### src/rtl/imem_pkg.sv
// imem_pkg: shared widths, loader states and slot placement
// used by the loader and the fetch-side muxes
package imem_pkg;

  localparam int LINE_W         = 64;
  localparam int WORD_W         = 16;
  localparam int WORDS_PER_LINE = 4;

  typedef enum logic [1:0] {
    ST_IDLE,
    ST_LOAD,
    ST_DONE,
    ST_ERR
  } ld_state_e;

  // Slot k lives at [63-16k:48-16k]; returns the lsb of that range
  function automatic logic [5:0] slot_lsb(
    input logic [1:0] k
  );
    return 6'(LINE_W - WORD_W) - {k, 4'b0000};
  endfunction

endpackage

### src/rtl/imem_line_packer.sv
// imem_line_packer: 4-slot line buffer with PAD fill
// o_line is the buffer with the word being pushed merged in
module imem_line_packer
  import imem_pkg::*;
#(
  parameter logic [WORD_W-1:0] PAD_WORD = '0
) (
  input  logic              clk,
  input  logic              rst_n,
  input  logic              i_clear,
  input  logic              i_push,
  input  logic              i_flush,
  input  logic [WORD_W-1:0] i_data,
  output logic              o_line_full,
  output logic [LINE_W-1:0] o_line
);

  logic [1:0]        r_cnt;
  logic [LINE_W-1:0] r_buf;
  logic [LINE_W-1:0] w_line;

  assign o_line_full = (r_cnt == 2'd3);
  assign o_line      = w_line;

  always_comb begin
    w_line = r_buf;
    if (i_push) begin
      w_line[slot_lsb(r_cnt) +: WORD_W] = i_data;
    end
  end

  always_ff @(posedge clk or negedge rst_n) begin
    if (!rst_n) begin
      r_cnt <= '0;
      r_buf <= '0;
    end else if (i_clear || (i_push && i_flush)) begin
      r_cnt <= '0;
      r_buf <= {WORDS_PER_LINE{PAD_WORD}};
    end else if (i_push) begin
      r_buf[slot_lsb(r_cnt) +: WORD_W] <= i_data;
      r_cnt <= r_cnt + 2'd1;
    end
  end

endmodule

### src/rtl/imem_loader.sv
// imem_loader: streams 16-bit words into 64-bit imem lines
// and holds the core in start until the image is written
module imem_loader
  import imem_pkg::*;
#(
  parameter int                LINE_AW  = 14,
  parameter logic [WORD_W-1:0] PAD_WORD = 16'h0000
) (
  input  logic               clk,
  input  logic               rst_n,
  input  logic               load_req,
  input  logic [LINE_AW-1:0] base_line,
  input  logic               in_valid,
  input  logic [WORD_W-1:0]  in_data,
  input  logic               in_last,
  output logic               in_ready,
  output logic               wr_en,
  output logic [LINE_AW-1:0] wr_addr,
  output logic [LINE_W-1:0]  wr_data,
  output logic               start,
  output logic               done,
  output logic               err,
  output logic [LINE_AW+1:0] words_loaded
);

  ld_state_e          r_state;
  logic [LINE_AW-1:0] r_ptr;
  logic               r_in_ready;
  logic               r_wr_en;
  logic [LINE_AW-1:0] r_wr_addr;
  logic [LINE_W-1:0]  r_wr_data;
  logic               r_start;
  logic               r_done;
  logic               r_err;
  logic [LINE_AW+1:0] r_words;

  logic              w_accept;
  logic              w_full;
  logic              w_flush;
  logic              w_clear;
  logic [LINE_W-1:0] w_line;

  assign w_accept = (r_state == ST_LOAD)
                  & in_valid & r_in_ready;
  assign w_flush  = w_accept & (w_full | in_last);
  assign w_clear  = load_req & (r_state != ST_LOAD);

  imem_line_packer #(
    .PAD_WORD (PAD_WORD)
  ) u_packer (
    .clk         (clk),
    .rst_n       (rst_n),
    .i_clear     (w_clear),
    .i_push      (w_accept),
    .i_flush     (w_flush),
    .i_data      (in_data),
    .o_line_full (w_full),
    .o_line      (w_line)
  );

  always_ff @(posedge clk or negedge rst_n) begin
    if (!rst_n) begin
      r_state    <= ST_IDLE;
      r_ptr      <= '0;
      r_in_ready <= 1'b0;
      r_wr_en    <= 1'b0;
      r_wr_addr  <= '0;
      r_wr_data  <= '0;
      r_start    <= 1'b1;
      r_done     <= 1'b0;
      r_err      <= 1'b0;
      r_words    <= '0;
    end else begin
      r_wr_en <= 1'b0;
      unique case (r_state)
        ST_LOAD: begin
          if (w_flush) begin
            r_wr_en   <= 1'b1;
            r_wr_addr <= r_ptr;
            r_wr_data <= w_line;
            if (in_last) begin
              r_state    <= ST_DONE;
              r_done     <= 1'b1;
              r_start    <= 1'b0;
              r_in_ready <= 1'b0;
            end else if (&r_ptr) begin
              // top line written with more to come: no wrap
              r_state    <= ST_ERR;
              r_err      <= 1'b1;
              r_in_ready <= 1'b0;
            end else begin
              r_ptr <= r_ptr + 1'b1;
            end
          end
          if (w_accept && !(&r_words)) begin
            r_words <= r_words + 1'b1;
          end
        end
        default: begin
          if (load_req) begin
            r_state    <= ST_LOAD;
            r_ptr      <= base_line;
            r_words    <= '0;
            r_done     <= 1'b0;
            r_err      <= 1'b0;
            r_start    <= 1'b1;
            r_in_ready <= 1'b1;
          end
        end
      endcase
    end
  end

  assign in_ready     = r_in_ready;
  assign wr_en        = r_wr_en;
  assign wr_addr      = r_wr_addr;
  assign wr_data      = r_wr_data;
  assign start        = r_start;
  assign done         = r_done;
  assign err          = r_err;
  assign words_loaded = r_words;

endmodule

### config.mk
export PLATFORM = sky130hd
export DESIGN_NAME = imem_loader
export DESIGN_NICKNAME = d
export VERILOG_FILES = /design/src/rtl/imem_pkg.sv /design/src/rtl/imem_line_packer.sv /design/src/rtl/imem_loader.sv
export SDC_FILE = /design/constraint.sdc
export NUM_CORES = 1
export LEC_CHECK = 0
export ABC_AREA = 1
export CAP_MARGIN = 40
export CORE_ASPECT_RATIO = 1.1
export CORE_MARGIN = 1.5
export CORE_UTILIZATION = 24
export CTS_CLUSTER_DIAMETER = 100
export CTS_CLUSTER_SIZE = 28
export DETAILED_ROUTE_END_ITERATION = 8
export PLACE_DENSITY = 0.46
export RECOVER_POWER = 50
export SYNTH_ARGS = -nofsm -noshare
export SYNTH_HDL_FRONTEND = slang
export SYNTH_SLANG_ARGS = --single-unit
### constraint.sdc
create_clock -name clk -period 5.1 [get_ports clk]
set_input_delay 0.765 -clock clk [delete_from_list [all_inputs] [get_ports clk]]
set_output_delay 0.765 -clock clk [all_outputs]
set_load 0.02 [all_outputs]
## Word level (Yosys, flattened, before mapping)

Cells that the tools add are included.

| operators by class | value |
|---|---|
| add/sub/neg operators | 5 |
| multipliers | 0 |
| div/mod/pow operators | 0 |
| order comparisons | 0 |
| equal/unequal tests | 10 |
| shift-type cells | 2 |
| muxes and demuxes | 36 |
| bitwise operators | 5 |
| reduce and logical (&&, ||, !) cells | 14 |

Operator list:

| kind | count |
|---|---|
| $mux W64 | 2 |
| $mux W14 | 5 |
| $bwmux W64 | 1 |
| $shift A16 B8 Y64 const A | 1 |
| $shiftx A16 B8 Y64 | 1 |
| $mux W16 | 3 |
| $mux W1 | 18 |
| $add A16 B1 Y16 const B | 1 |
| $reduce_and A16 Y1 | 1 |
| $add A14 B1 Y14 const B | 1 |
| $mux W2 | 7 |
| $reduce_and A14 Y1 | 1 |
| $ne A2 B1 Y1 const B | 4 |
| $neg A6 Y8 | 1 |
| $reduce_and A4 Y1 | 2 |
| $ne A2 B2 Y1 const B | 3 |
| $reduce_and A3 Y1 | 2 |
| $sub A6 B6 Y6 const A | 1 |
| $and A1 B1 Y1 | 4 |
| $reduce_and A2 Y1 | 2 |
| $reduce_bool A2 Y1 | 2 |
| $ne A3 B2 Y1 const B | 1 |
| $add A2 B1 Y2 const B | 1 |
| $eq A2 B1 Y1 const B | 1 |
| other kinds (5) | 6 |

| word-level totals | value |
|---|---|
| flip-flop bits (word level) | 181 |
| latch bits | 0 |
| bits in writable memories | 0 |
| memory bits (read-only) | 0 |
| bits of input ports | 35 |
| word-level logic and storage cells | 84 |
| memories kept | 0 |

## Logic depth before layout (Yosys ltp)

| depth | value |
|---|---|
| depth after elaboration | 7 |
| gate-level depth with buffers | 11 |
| gate-level depth less buffers | 10 |

## By module

A second synthesis with hierarchy kept.

| unflattened totals | value |
|---|---|
| cell total of the unflattened synthesis | 1,139 |
| area, all modules | 8,745.9 µm² |

Modules (own cells, without submodules):

| module | times used | cells each | area an instance (µm²) | sequential area each (µm²) |
|---|---|---|---|---|
| imem_loader | 1 | 668 | 5,336.4 | 2,879.0 |
| imem_line_packer | 1 | 471 | 3,409.5 | 1,651.6 |

## Worst setup path after synthesis

Ideal clock, no wire load.

| timing | value |
|---|---|
| path kind | input to register |
| start point | in in_valid |
| end point | reg r_wr_data[52], in the netlist wr_data[52] |
| setup time | 0.119 ns |
| data arrival time | 1.750 ns |
| data required time | 4.981 ns |
| slack | 3.231 ns |
| stages on the path | 8 |
| buffers on the path | 2 |
| cell sequence | nand2_1 nor2_4 o21ai_2 buf_2 inv_4 buf_6 nand3_1 o21a_1 |

| between the ends | value |
|---|---|
| cells in the longest elaborated chain, start to end | 4 |
| elaborated cells between the ends (all ways) | 5 |
| those cells by class | mux: 1; bitwise: 3; reduce/logical: 1 |

Ends and longest elaborated chain:

| element | RTL line | text |
|---|---|---|
| start, declared | imem_loader.sv:13 | `input logic in_valid,` |
| $and A1 B1 Y1 * (2 in a row) | imem_loader.sv:44 | `& in_valid & r_in_ready;` |
| $and A1 B1 Y1 | imem_loader.sv:45 | `assign w_flush = w_accept & (w_full \| in_last);` |
| $reduce_and A2 Y1 (no source line) | n/a |  |
| end signal, assigned | imem_loader.sv:80 | `r_wr_data <= w_line;` |
| end, declared | imem_loader.sv:31 | `logic [LINE_W-1:0] r_wr_data;` |

Every way passes the cells marked *; elsewhere a longest branch is shown, timed or not.
A chain may end at the register's enable or synchronous reset.

## Worst setup path after layout

| timing | value |
|---|---|
| start point | reg u_packer.r_cnt[0] |
| end point | reg r_wr_data[35], in the netlist wr_data[35] |

| between the ends | value |
|---|---|
| cells in the longest elaborated chain, start to end | 5 |
| elaborated cells between the ends (all ways) | 10 |
| those cells by class | add/sub: 2; eq/ne: 1; shift: 2; mux: 2; bitwise: 2; reduce/logical: 1 |

Ends and longest elaborated chain:

| element | RTL line | text |
|---|---|---|
| start, declared | imem_line_packer.sv:18 | `logic [1:0] r_cnt;` |
| start signal, assigned | imem_line_packer.sv:41 | `r_cnt <= r_cnt + 2'd1;` |
| $sub A6 B6 Y6 | imem_pkg.sv:20 | `return 6'(LINE_W - WORD_W) - {k, 4'b0000};` |
| $neg A6 Y8 | imem_line_packer.sv:28 | `w_line[slot_lsb(r_cnt) +: WORD_W] = i_data;` |
| $shiftx A16 B8 Y64 or $shift A16 B8 Y64 (tied branches) | imem_line_packer.sv:28 |  |
| $bwmux W64 | imem_line_packer.sv:28 |  |
| $mux W64 | imem_line_packer.sv:27 | `if (i_push) begin` |

Several ways; a longest one is shown, not always the timed one.

==> impl_results.md <==
* Outcome: finished, violations left
* Failing checks: capacitance limit, slew limit
* Unrepaired setup endpoints after global routing: no
* Worst reg2reg startpoint: u_packer.r_cnt[0]
* Crit Path Class: reg -> reg
* Max Freq at around 0.29 GHz
* # resized after CTS at 0
* Final setup skew at ~0.0081 ns
* WL/cell at approximately 15 microns
* Hold WS at between 0.3 and 0.4 ns
* Layout Nets at 1182
* GP Congestion at between 0.8 and 0.9
* TritonCTS clock tree: yes
* Clock slew at reported path FFs at approximately 0.07 ns
* NetSw at between 1.5 and 2 mW
* All-Layer GR Usage at 0.136
* Top cells by area, synth: dfrtp_1 (53%), nand2_1 (13%), nor2_1 (4.9%)
* Hpwl dp at approximately 17000 microns
* CP arrival at roughly 3.8 ns
* Port Buffers at 133
* Syn Area/Cell at between 8 and 9 sq um
* # rows at 72
* CTS Sinks at about 180
* Initial core utilization at 0.243
* Mapped Area at about 8500 sq um
* Vias in the first global route at 6837
* Leakage at just under 5 nW
* Share of the synthesized area in the top cell type at 0.528
* Crit share post-route at 0.676
* Detailed Route WL at roughly 24000 microns
* Switching share of total power at 0.389
* Vias at 7021
* CTS buffer count at 17
* Int Pwr at a little under 3 mW
* Slew Viols, Final at roughly 100
* Final Non-Filler Cells at 1598
* Async S/R FF share, synth at 1.00
* Clock power frac at 0.263
* Post-CTS setup buffer count at 0
* EDFF count, synth at 0
* CTS Buffer Depth at 2
* Layout area overhead at 25.9%
* HP Class: in -> async
* Crit path max fanout at 16
* WP data required at between 5 and 6 ns
* Worst setup path startpoint: u_packer.r_cnt[0]
* Die Ht at ~200 microns
* Routed Antenna Nets at 0
* Critical path endpoint category: flip-flop
* Final Critical Period at 3.45 ns
* Max Cap Viol at 1
* Slew @ Worst Pin at ~2.5 ns
* First-pass GRT wire length at 38700 microns
* Overflow after GRT at 0
* Share of layout cells above drive strength 1 at 0.0703
* Ys flop type: dfrtp_1
* Max VDD drop at between 0.2 and 0.25 mV
* Tot Pwr at between 4 and 5 mW
* Rel. slew slack at -0.676
* Most frequent cells in the layout: nand2_1 (299), dfrtp_1 (180), nor2_1 (111)
* First-pass DRT Iterations at 5
* Placed insts at between 1500 and 2000
* Reg power frac at 0.392
* Sequential share of the synthesized area at 0.531
* DR vias/cell at ~4.4
* Top Ports at ~130
* Worst skew pair latency at 0.43 ns
* Drt drc at 0
* Area leader, netlist: dfrtp_1
* Post-synthesis cell count at 1032
* DIE AREA at ~37000 sq um
* Drt initial violations at between 400 and 500
* Final hold vios at 0
* Startpoint types: flip-flop
* Cell variety after synth at 37
* Syn_nets at approximately 1100
* Power share of the combinational group at 0.345
* Root buffer cell: clkbuf_16
* Die width at about 180 microns
* Pwr/cell area at roughly 450 nW/um^2
* Setup TNS Final at 0 ns
* CORE AREA at 35100 sq um
* Register bit total from synthesis at around 180
* H-Tree Depth at 4
* Post-CTS Hold Buffers at 0
* # setup viols final at 0
* Largest net degree at the start of global routing at slightly above 100
* Commonest non-fill, non-tap cell in the layout: nand2_1
* Initial antenna violation count at 1
* Yosys warns at 0
[state kept, by name, summed over array words and instances (netlist names)]
register,count
done,1
u_packer.r_cnt,2
start,1
u_packer.r_buf,64
wr_data,64
wr_en,1
in_ready,1
err,1
words_loaded,16
r_state,2
wr_addr,14
r_ptr,14
[layout make-up]
class | count | area [sq um]
Antenna cell | 1 | 2.50
Sequential cell | 181 | 4530
Clock buffer | 25 | 485
Multi-Input combinational cell | 712 | 3380
Clock inverter | 7 | 71.3
Inverter | 89 | 339
Timing Repair Buffer | 139 | 1380
Fill cell | 3730 | 24400
Tap cell | 444 | 556
[path summary, 6_finish.rpt]
kind | slack [ns] | endpoint | cells after the start
max | 1.65 | wr_data[35] | 8
min reg2reg | 0.47 | start | 2
max reg2reg | 1.65 | wr_data[35] | 8
min | 0.38 | wr_data[58] | 1
max in group asynchronous | 1.81 | wr_data[4] | 2
min in group clk | 0.47 | start | 2
[cells in the mapped netlist, types with 2 or more instances]
cell type	number
nand2_1	299
dfrtp_1	180
nor2_1	111
inv_1	83
o21ai_0	68
nand3_1	61
o21ai_1	43
nand4_1	26
clkbuf_1	19
nand2_2	19
buf_2	18
a21oi_1	14
o21a_1	12
o21ai_2	11
a21boi_1	10
a21boi_0	7
ha_1	7
buf_4	6
buf_6	4
inv_2	4
nor2_4	4
xor2_1	4
a31oi_1	3
o21bai_1	3
inv_4	2
mux2i_1	2
or2_2	2
[metrics by stage]
stage                     setup slack [ns]  utilization  instance area [sq um]
final                                 1.65        0.306                  10700
after global routing                  1.18        0.306                  10700
after CTS                             1.62        0.307                  10800
after detailed placement              1.59        0.291                  10200
after global placement                1.65        0.290                  10200
after floorplan                       3.23            -                   8530
[kinds of logic (layout without fill, tap and decap cells)]
group	Yosys count	in the layout	synth area share
compound gates	171	171	0.115
xor+xnor	4	4	0.00410
fa+ha+maj	7	7	0.0103
buf+inv	139	260	0.0737
flops	181	181	0.531
mux	2	2	0.00235
other cells	0	1	0
simple gates	528	528	0.264
[power by group through the flow]
stage / registers (mW) / clock network (mW) / logic (mW)
after global placement: 1.95 / 0 / 1.74
after floorplan: 2.08 / 0 / 0.964
after global routing: 1.96 / 1.38 / 1.88
after CTS: 1.92 / 1.33 / 1.76
after detailed placement: 1.95 / 0 / 1.75
final: 1.91 / 1.28 / 1.68
[per-layer routing]
| layer | track usage | share of wire |
|---|---|---|
| met1 | 0.196 | 0.50 |
| met2 | 0.204 | 0.45 |
| met3 | 0.0250 | 0.039 |
| met4 | 0.0433 | 0.015 |
| met5 | 0 | 0 |
[worst max-delay path, stage by stage, from the launching register on]
cell      delay (ns)
dfrtp_1         0.67
inv_1           0.21
ha_1            0.37
inv_1           0.20
nor2_1          0.71
nand2_1         0.17
nor2_2          0.58
a21boi_0        0.24
o21ai_0         0.21
Note: power is estimated with default switching activity, not from simulation.
